[src/rtl/crt_timing_pkg.sv]
// crt_timing_pkg: 640x480@60 timing constants and the per-axis phase enum
// shared by the CRT sync generator and its axis counters.
package crt_timing_pkg;

  localparam int H_ACTIVE = 640;
  localparam int H_FRONT  = 16;
  localparam int H_SYNC   = 96;
  localparam int H_BACK   = 48;
  localparam int H_TOTAL  = H_ACTIVE + H_FRONT + H_SYNC + H_BACK;

  localparam int V_ACTIVE = 480;
  localparam int V_FRONT  = 10;
  localparam int V_SYNC   = 2;
  localparam int V_BACK   = 33;
  localparam int V_TOTAL  = V_ACTIVE + V_FRONT + V_SYNC + V_BACK;

  localparam int COUNT_SIZE = 10;

  typedef enum logic [1:0] {
    PH_ACTIVE,
    PH_FRONT,
    PH_SYNC,
    PH_BACK
  } phase_t;

endpackage

[src/rtl/crt_axis_counter.sv]
// crt_axis_counter: position counter plus ACTIVE/FRONT/SYNC/BACK phase FSM
// for one display axis; Phase is the phase of the position after this edge.
module crt_axis_counter
  import crt_timing_pkg::*;
#(
  parameter int Active    = H_ACTIVE,
  parameter int Front     = H_FRONT,
  parameter int SyncW     = H_SYNC,
  parameter int Back      = H_BACK,
  parameter int CountSize = COUNT_SIZE
) (
  input  logic                 Clock,
  input  logic                 Reset,
  input  logic                 Advance,
  output logic [CountSize-1:0] Count,
  output phase_t               Phase,
  output logic                 Wrap
);

  localparam int Total = Active + Front + SyncW + Back;

  localparam logic [CountSize-1:0] LastAct =
    CountSize'(Active - 1);
  localparam logic [CountSize-1:0] LastFront =
    CountSize'(Active + Front - 1);
  localparam logic [CountSize-1:0] LastSync =
    CountSize'(Active + Front + SyncW - 1);
  localparam logic [CountSize-1:0] LastTot =
    CountSize'(Total - 1);
  localparam logic [CountSize-1:0] One =
    CountSize'(1);

  logic [CountSize-1:0] r_count;
  logic [CountSize-1:0] w_count_nxt;
  phase_t               r_phase;
  phase_t               w_phase_nxt;
  logic                 w_at_end;

  assign w_at_end = (r_count == LastTot);
  assign Wrap     = Advance & w_at_end;
  assign Count    = r_count;
  assign Phase    = w_phase_nxt;

  always_comb begin
    w_count_nxt = r_count;
    w_phase_nxt = r_phase;
    if (Advance) begin
      w_count_nxt = w_at_end ? '0 : r_count + One;
      unique case (r_phase)
        PH_ACTIVE:
          if (r_count == LastAct)   w_phase_nxt = PH_FRONT;
        PH_FRONT:
          if (r_count == LastFront) w_phase_nxt = PH_SYNC;
        PH_SYNC:
          if (r_count == LastSync)  w_phase_nxt = PH_BACK;
        PH_BACK:
          if (w_at_end)             w_phase_nxt = PH_ACTIVE;
      endcase
    end
  end

  always_ff @(posedge Clock or negedge Reset) begin
    if (!Reset) begin
      r_count <= LastTot;
      r_phase <= PH_BACK;
    end else begin
      r_count <= w_count_nxt;
      r_phase <= w_phase_nxt;
    end
  end

endmodule

[src/rtl/crt_sync_generator.sv]
// crt_sync_generator: VGA sync/position generator clocked by Clock,
// advancing one pixel per rising edge of the PixelClock level.
module crt_sync_generator
  import crt_timing_pkg::*;
#(
  parameter int HActive   = H_ACTIVE,
  parameter int HFront    = H_FRONT,
  parameter int HSyncW    = H_SYNC,
  parameter int HBack     = H_BACK,
  parameter int VActive   = V_ACTIVE,
  parameter int VFront    = V_FRONT,
  parameter int VSyncW    = V_SYNC,
  parameter int VBack     = V_BACK,
  parameter int CountSize = COUNT_SIZE
) (
  input  logic                 Clock,
  input  logic                 Reset,
  input  logic                 PixelClock,
  output logic                 HSync,
  output logic                 VSync,
  output logic                 VideoOn,
  output logic [CountSize-1:0] PixelX,
  output logic [CountSize-1:0] PixelY,
  output logic                 FrameStart
);

  logic   r_pixel_prev;
  logic   w_tick;
  logic   w_h_wrap;
  logic   w_v_adv;
  logic   w_v_wrap;
  phase_t w_h_phase;
  phase_t w_v_phase;

  assign w_tick  = PixelClock & ~r_pixel_prev;
  assign w_v_adv = w_tick & w_h_wrap;

  crt_axis_counter #(
    .Active    (HActive),
    .Front     (HFront),
    .SyncW     (HSyncW),
    .Back      (HBack),
    .CountSize (CountSize)
  ) u_h (
    .Clock   (Clock),
    .Reset   (Reset),
    .Advance (w_tick),
    .Count   (PixelX),
    .Phase   (w_h_phase),
    .Wrap    (w_h_wrap)
  );

  crt_axis_counter #(
    .Active    (VActive),
    .Front     (VFront),
    .SyncW     (VSyncW),
    .Back      (VBack),
    .CountSize (CountSize)
  ) u_v (
    .Clock   (Clock),
    .Reset   (Reset),
    .Advance (w_v_adv),
    .Count   (PixelY),
    .Phase   (w_v_phase),
    .Wrap    (w_v_wrap)
  );

  // Phases are next-state, so these flags land with PixelX/PixelY.
  always_ff @(posedge Clock or negedge Reset) begin
    if (!Reset) begin
      r_pixel_prev <= 1'b0;
      HSync        <= 1'b1;
      VSync        <= 1'b1;
      VideoOn      <= 1'b0;
      FrameStart   <= 1'b0;
    end else begin
      r_pixel_prev <= PixelClock;
      HSync        <= (w_h_phase != PH_SYNC);
      VSync        <= (w_v_phase != PH_SYNC);
      VideoOn      <= (w_h_phase == PH_ACTIVE) &&
                      (w_v_phase == PH_ACTIVE);
      FrameStart   <= w_v_wrap;
    end
  end

endmodule

[config.mk]
export PLATFORM = sky130hd
export DESIGN_NAME = crt_sync_generator
export DESIGN_NICKNAME = d
export VERILOG_FILES = /design/src/rtl/crt_timing_pkg.sv /design/src/rtl/crt_axis_counter.sv /design/src/rtl/crt_sync_generator.sv
export SDC_FILE = /design/constraint.sdc
export NUM_CORES = 1
export LEC_CHECK = 0
export CAP_MARGIN = 10
export CORE_MARGIN = 2
export CORE_UTILIZATION = 50
export CTS_BUF_LIST = sky130_fd_sc_hd__clkbuf_4
export CTS_CLUSTER_SIZE = 40
export DETAILED_ROUTE_END_ITERATION = 10
export GPL_ROUTABILITY_DRIVEN = 0
export PLACE_DENSITY_LB_ADDON = 0.3
export SYNTH_ARGS = -nofsm -noshare
export SYNTH_HDL_FRONTEND = slang
export SYNTH_SLANG_ARGS = --single-unit
[constraint.sdc]
create_clock -name Clock -period 3.5 [get_ports Clock]
set_input_delay 0.875 -clock Clock [delete_from_list [all_inputs] [get_ports Clock]]
set_output_delay 0.875 -clock Clock [all_outputs]
set_load 0.01 [all_outputs]
==> results of run 1 <==
-- through the flow --
| stage | total power, µW | hold slack, ns | cells |
|---|---|---|---|
| after global routing | 757 | 0.555 | 206 |
| after global placement | 524 | 0.496 | 198 |
| final | 719 | 0.510 | 206 |
| after floorplan | 459 | 0.492 | 142 |
| after CTS | 726 | 0.517 | 206 |
| after detailed placement | 523 | 0.503 | 198 |
-- sequential cells by signal (all words and copies together) (netlist names) --
name,count
u_h.Count,10
u_v.Count,10
u_h.r_phase,2
u_v.r_phase,2
FrameStart,1
HSync,1
VSync,1
VideoOn,1
r_pixel_prev,1
-- worst reg2reg max path, cell delays in order (launching register included) --
cell and delay [ns]:
sky130_fd_sc_hd__dfstp_2 0.58, sky130_fd_sc_hd__or3b_4 0.41, sky130_fd_sc_hd__nor4_4 0.64, sky130_fd_sc_hd__nand4_1 0.30
sky130_fd_sc_hd__nor4_2 0.24, sky130_fd_sc_hd__mux2i_1 0.22
-- worst min-delay path by stage --
stage	start	to	slack, ns	cells past startpoint
floorplan	r_pixel_prev	u_h.Count[1]	0.49	3
global placement	u_v.Count[9]	u_v.Count[9]	0.50	2
detailed placement	u_v.Count[9]	u_v.Count[9]	0.50	2
CTS	u_v.Count[9]	u_v.Count[9]	0.52	2
global route	u_v.Count[9]	u_v.Count[9]	0.56	2
finish	u_v.Count[9]	u_v.Count[9]	0.51	2
-- final cells by class --
cell class              count  area share, %
flip-flops and latches     29           40.0
multi-input cells         106           39.4
repair buffers             28           14.8
clock buffers               7           2.82
well taps                  31           2.08
inverters                   4          0.805
clock inverters             1          0.201
-- per-layer routing --
metal | vias up | share of wire, % | track usage, % | wire [µm]
met5 | - | 0 | 0 | 0
met4 | 0 | 1.8 | 8.77 | 54
met3 | 5 | 5.3 | 5.24 | 158
met2 | 31 | 47 | 31.6 | 1390
met1 | 566 | 46 | 25.8 | 1360
li1 | 580 | - | - | -
-- layout by cell type, fill, tap and decap left out, types with 5 or more instances in the layout --
cell / instances
sky130_fd_sc_hd__clkbuf_4: 7
sky130_fd_sc_hd__and3_1: 7
sky130_fd_sc_hd__xnor2_1: 5
sky130_fd_sc_hd__nor2_1: 11
sky130_fd_sc_hd__nand2b_1: 5
sky130_fd_sc_hd__dfrtp_1: 13
sky130_fd_sc_hd__o21ai_0: 7
sky130_fd_sc_hd__nand2_1: 14
sky130_fd_sc_hd__dfstp_2: 16
sky130_fd_sc_hd__xor2_1: 6
sky130_fd_sc_hd__clkdlybuf4s50_1: 26
-- synth_stat cells (2+ instances only) --
cell type / count / area (µm²)
sky130_fd_sc_hd__xnor2_1: 5 / 43.8
sky130_fd_sc_hd__a21oi_1: 2 / 10.0
sky130_fd_sc_hd__o21ai_0: 7 / 35.0
sky130_fd_sc_hd__dfrtp_1: 13 / 325
sky130_fd_sc_hd__nand3b_1: 4 / 30.0
sky130_fd_sc_hd__clkbuf_1: 2 / 7.51
sky130_fd_sc_hd__and3_1: 7 / 43.8
sky130_fd_sc_hd__a32o_1: 2 / 20.0
sky130_fd_sc_hd__nand4_1: 3 / 18.8
sky130_fd_sc_hd__nand2_1: 14 / 52.6
sky130_fd_sc_hd__nor4bb_1: 2 / 20.0
sky130_fd_sc_hd__dfstp_2: 16 / 420
sky130_fd_sc_hd__nor2_1: 11 / 41.3
sky130_fd_sc_hd__nor3_2: 2 / 20.0
sky130_fd_sc_hd__ha_1: 4 / 50.1
sky130_fd_sc_hd__a21o_1: 2 / 15.0
sky130_fd_sc_hd__mux2i_1: 2 / 20.0
sky130_fd_sc_hd__inv_1: 4 / 15.0
sky130_fd_sc_hd__xor2_1: 6 / 52.6
sky130_fd_sc_hd__nand2b_1: 5 / 31.3
sky130_fd_sc_hd__nand3_1: 4 / 20.0
sky130_fd_sc_hd__nor3_1: 4 / 20.0
sky130_fd_sc_hd__a31oi_1: 3 / 18.8
-- cell families (layout without fill, tap and decap cells) --
logic type / after synthesis / count (layout) / synth area share, %
and+or+nand+nor: 68 / 68 / 27.9
AOI/OAI and AO/OA: 20 / 20 / 8.84
DFF: 29 / 29 / 49.3
xor gates and xnor gates: 11 / 11 / 6.36
muxes: 3 / 3 / 2.07
adders and majority gates: 4 / 4 / 3.31
buffers and inverters: 7 / 40 / 2.23
-- report_power, final --
| part | internal, µW | switching (µW) | total (µW) | leakage, µW |
|---|---|---|---|---|
| registers | 374 | 36.4 | 411 | 0.000327 |
| clock network | 92.5 | 108 | 200 | 0.0000338 |
| logic | 60.1 | 47.6 | 108 | 0.000418 |
==> summary.md, run 1 <==
The power per cell area was 385 nW/µm². Path type of the worst min-delay path: reg -> reg. In this run, post-CTS hold repair placed 0 buffers.

Post-synth net total: 149. In this run the static leakage power is 0.000780 µW. The tools report the area of the core as 2810 µm². Setup repair after global routing left no endpoint under its margin.

The critical path goes through clkdlybuf4s50_1, nand3b_1, nor4_4, nand4_1, nor4_2, mux2i_1. The die covers 3480 µm². The pin count of the biggest net entering global routing was 23.

The worst flop-to-flop path startpoint is u_h.Count[9]. The iteration count of the initial detailed-routing pass was 4. The tool flagged a number of max-cap violations equal to 0.

Sequential cells were found to cover 49.3% of the synthesized design area. For the global-route wire length before repair, the log shows 5130 µm. The area growth from synthesis to final layout is 23.2%. The logs give 54.0% for the starting density of the core and 0.526 ns for the placement-stage worst setup slack. In the global route stage, overall resource usage came out at 19.9%. The sum of overflow across all layers after global routing is 0. The cell count after synthesis came out at 142. The run finished with clean final reports. Yosys mapped a number of flops with a built-in enable equal to 0. The post-synthesis cell type count is 41, and the number of buffers and inverters on the critical path is 1.

The initialized floorplan defines 19 standard-cell rows. In this run the number of H-tree levels came out at 2. Summing all placed instances gives a cell area of 1810 µm². The tools report the highest attainable clock frequency as 0.377 GHz. The count of buffers added on input and output ports is 26. The share of cells above drive strength 1 is 18.9%, and the top-level port count is 27.

TritonCTS built the clock tree. Among all flip-flop cells after synthesis, the most frequent one is sky130_fd_sc_hd__dfstp_2. VDD sags by at most 0.249 mV. The logs give 35.1% for the max-slew headroom at the worst pin and 746 µm² for the flip-flop and latch area. Dividing the detail-routed wire length by the instance count gives 14.4 µm. The minimum setup slack among reg-to-reg paths came out at 1.05 ns. The tools report the library cell used as clock root buffer as sky130_fd_sc_hd__clkbuf_4. The worst path meets setup with 0.849 ns of slack. During synthesis, Yosys emitted a total of 0 warnings. Of the available clock period, the critical path in the final layout requires 75.7%. The worst register-to-register path ends at u_v.Count[9]. A synthesized cell averages 10.7 µm².

The run gives 239 as the number of fill cells in the layout. The setup violation total in the final timing report was 0; the die height was 59.0 µm. The tools report the final setup TNS as 0 ns. The routed design could run at a clock period as short as 2.65 ns. In this run the remaining antenna-violating nets after routing total 0. The number of antenna diodes was 0. The maximum number of buffers from clock root to sink is 2, and the number of global-route vias before repair is 1106. In the routed layout, each cell is associated on average with a via count of 5.74. Kind of critical path: in -> reg.

Of all nets on the critical path, the largest fanout is 14. CTS buffer count: 5. The tools report the number of slew-limit violations in the final report as 0.

The mapped netlist covers 1510 µm². In this run the worst setup path begins at PixelClock. The peak per-stage delay on the critical path works out to 0.55 ns.

The clock arrives with 0.00950 ns of skew. Clock sink count: 29. The critical path capture point was u_v.Count[9].

The tools report the total number of vias as 1182. The category of cells accounting for the largest share of critical-path delay was simple AND/OR/NAND/NOR gates. STA classifies the critical path endpoint as a flop. The worst setup path is launched from a primary input. The utilization after layout is 66.5%, and the depth of the worst register-to-register path is 5. For the worst setup path, the data required time is 3.76 ns. Sum of routed wire length over all layers: 2960 µm.

The critical path crosses 6 cells after its start point. The share of async-settable or async-resettable flops after synthesis works out to 100%. The die is 59.0 µm wide. The later pin in the worst-skew pair is clocked with a latency of 0.32 ns. Transition at the pin with the smallest max-transition slack: 0.971 ns. The number of antenna violations at the first check in global routing was 0. Summing all multi-input logic gate instances after layout gives 734 µm². The post-CTS clock slew at the launch and capture registers of the worst setup and hold paths came out at 0.09 ns.

First-iteration detailed-routing DRC count: 52. In this run, synthesis produced a sequential element count of 29. The logs give 0 for the total setup buffers inserted after CTS and 2160 µm for the detailed placer's ending HPWL.

In the routed design, unresolved DRC markers number 0. The run gives 0 as the number of hold violations in the final report. The post-route cell area was 1870 µm².

At the end of the flow, the number of nets in the layout was 181. The post-cts resize count was 0; the worst path arrival time was 2.91 ns. Slowest cell on the critical path: sky130_fd_sc_hd__nor4_4.
(Power assumes the default switching activity.)
==> run 2, diff against run 1 <==
Clock period 3.5 ns to 2.6 ns, I/O delays scaled along.
==> summary.md, run 2 (synthesis results as in run 1) <==
The iteration count of the initial detailed-routing pass was 4 (unchanged). The tools report the clock tree skew after final layout as 0.00826 ns (was 0.00950 ns). The tools report the first-iteration detailed-routing DRC count as 42 (was 52). Kind of end point of the critical path: a flop (unchanged).

Number of slew-limit violations in the final report: 0 (unchanged). The logs give 0 ns (unchanged) for the final setup TNS and 0.000791 µW (was 0.000780 µW) for the leakage power of the design. The logs give 54.0% (unchanged) for the starting density of the core and 28.9% (was 25.8%) for the met1 track demand over resource.

The number of antenna diodes is 0 (unchanged). Highest-count cells in the layout ignoring fill and taps: sky130_fd_sc_hd__clkdlybuf4s50_1 (26), sky130_fd_sc_hd__dfstp_2 (16), sky130_fd_sc_hd__nand2_1 (14), sky130_fd_sc_hd__dfrtp_1 (13), sky130_fd_sc_hd__nor2_1 (11) (unchanged). The run gives 973 µW (was 719 µW) as the total power draw.

The library cell used as clock root buffer was sky130_fd_sc_hd__clkbuf_4 (unchanged). The tools report the post-cts resize count as 0 (unchanged). For the number of hold violations in the final report, the log shows 0 (unchanged). For the number of buffers added to fix hold violations after cts, the log shows 0 (unchanged). The number of rows in the core area came out at 19 (unchanged).

The tools report the DRC violations left as 0 (unchanged). The startpoint type of the worst setup path was a flop (was a primary input). The final antenna-violating net count is 0 (unchanged). The run gives 21.1% (was 19.9%) as the overall routing resource usage. The die width is 59.0 µm (unchanged). The most common cell after layout, fill and taps aside is sky130_fd_sc_hd__clkdlybuf4s50_1 (unchanged).

The routed via count divided by cell count is 5.64 (was 5.74). The design internal power is 709 µW (was 527 µW), and the utilization after layout is 67.0% (was 66.5%). The share of cells above drive strength 1 was 19.8% (was 18.9%). Worst path arrival time: 2.49 ns (was 2.91 ns). The tools report the final worst setup slack as 0.363 ns (was 0.849 ns). The sum of overflow across all layers after global routing was 0 (unchanged). Pin count of the biggest net entering global routing: 30 (was 23). The switching power summed over all nets is 265 µW (was 192 µW). TritonCTS built the clock tree.

The clock sink count is 29 (unchanged). The largest fanout of any net on the critical path is 11 (was 14). The area growth from synthesis to final layout works out to 24.2% (was 23.2%). Layer carrying the most global-route usage: met2 (unchanged). Area enclosed by the die boundary: 3480 µm² (unchanged). The highest attainable clock frequency was 0.447 GHz; the count of nets after finishing was 183 (was 181).

The number of global-route vias before repair is 1128 (was 1106). The setup violation total in the final timing report was 0 (unchanged); the transition at the pin with the smallest max-transition slack was 0.423 ns (was 0.971 ns). The die height was 59.0 µm (unchanged); the worst hold margin was 0.522 ns (was 0.510 ns). The flow ran to the end, and the final reports show no timing, DRC or antenna violations. The total number of vias is 1174 (was 1182), and the H-tree level count is 2 (unchanged). The met3 usage in global routing was 6.11% (was 5.24%); the reported max-cap violation count was 0 (unchanged). The CTS buffer count was 5 (unchanged). The run gives 57.1% (about the same) as the fraction of power consumed by sequential logic. The switching share of power is 27.2% (was 26.7%). The worst path required time is 2.85 ns (was 3.76 ns). The logs give 3150 µm (was 2960 µm) for the sum of routed wire length over all layers and 0.442 mV (was 0.249 mV) for the maximum vdd ir drop.

The logic gate share of total power was 15.1% (was 15.0%); the area of the core was 2810 µm² (unchanged). The path type of the worst min-delay path is reg -> reg (unchanged). Post-CTS clock slew at the launch and capture registers of the worst setup and hold paths: 0.09 ns (about the same). The number of antenna violations at the first check in global routing is 0 (unchanged). Power per cell area: 518 nW/µm² (was 385 nW/µm²). Setup repair after global routing left no endpoint under its margin. Detailed placer's ending HPWL: 2250 µm (was 2160 µm). The max-slew headroom at the worst pin is 71.6% (was 35.1%), and the share of the clock period used by the worst path after layout is 86.0%.

The run gives 27.9% (about the same) as the relative contribution of the clock network to total power. The met2 track demand over resource was 31.6% (unchanged); the placement-stage worst setup slack was 0.0775 ns (was 0.526 ns). The mean routed wirelength per cell works out to 15.2 µm (was 14.4 µm).

The maximum number of buffers from clock root to sink is 2 (unchanged), and the clock latency reported for the late side of the worst-skew pair is 0.32 ns (about the same). The smallest clock period supported by the final layout is computed as 2.24 ns. The count of buffers inserted at the top-level ports is 26 (unchanged), and the global-route wire length before repair is 5370 µm (was 5130 µm). The total setup buffers inserted after CTS is 0 (unchanged), and the top-level port count is 27 (unchanged). The kind of critical path is reg -> reg (was in -> reg).
==> run 2: power by group through the flow <==
stage	combinational (µW)	clock (µW)	sequential (µW)
3_5_place_dp	149	0	561
5_1_grt	164	300	563
3_3_place_gp	144	0	559
2_1_floorplan	58.1	0	560
6_report	147	271	556
4_1_cts	150	282	555
==> run 2: routing by layer <==
| metal | vias up | share of wire, % |
|---|---|---|
| met5 | - | 0 |
| met4 | 0 | 0.92 |
| met3 | 2 | 3.3 |
| met2 | 22 | 49 |
| met1 | 574 | 47 |
| li1 | 576 | - |
==> run 2: metrics by stage <==
step           cell area [µm²]  cells
2_1_floorplan             1510    142
3_3_place_gp              1820    200
3_5_place_dp              1820    200
4_1_cts                   1880    208
5_1_grt                   1880    208
6_report                  1880    208
==> run 2: layout make-up <==
| type | instances | area (µm²) |
|---|---|---|
| fill | 239 | 925 |
| sequential | 29 | 746 |
| multi-input combinational | 106 | 734 |
| timing repair buffer | 30 | 290 |
| clock buffer | 7 | 52.6 |
| tap | 31 | 38.8 |
| inverter | 4 | 15.0 |
| clock inverter | 1 | 3.75 |
==> run 2: worst paths after layout <==
path                                    from           end  slack [ns]  depth (start not counted)
worst max register to register  u_h.Count[9]  u_v.Count[9]        0.36                          6
max in group asynchronous              Reset  u_h.Count[8]        1.58                          2
worst min-delay path            u_v.Count[9]  u_v.Count[9]        0.52                          2
worst min register to register  u_v.Count[9]  u_v.Count[9]        0.52                          2
worst max-delay path            u_h.Count[9]  u_v.Count[9]        0.36                          6
min in group asynchronous              Reset  u_h.Count[6]        0.70                          2
==> run 2: worst max-delay path, cell delays in order (launching register included) <==
cell and delay [ns]:
sky130_fd_sc_hd__dfstp_2 0.57, sky130_fd_sc_hd__or3b_4 0.41, sky130_fd_sc_hd__nor4_4 0.29, sky130_fd_sc_hd__buf_4 0.21, sky130_fd_sc_hd__nand4_1 0.21, sky130_fd_sc_hd__nor4_2 0.23
sky130_fd_sc_hd__mux2i_1 0.23
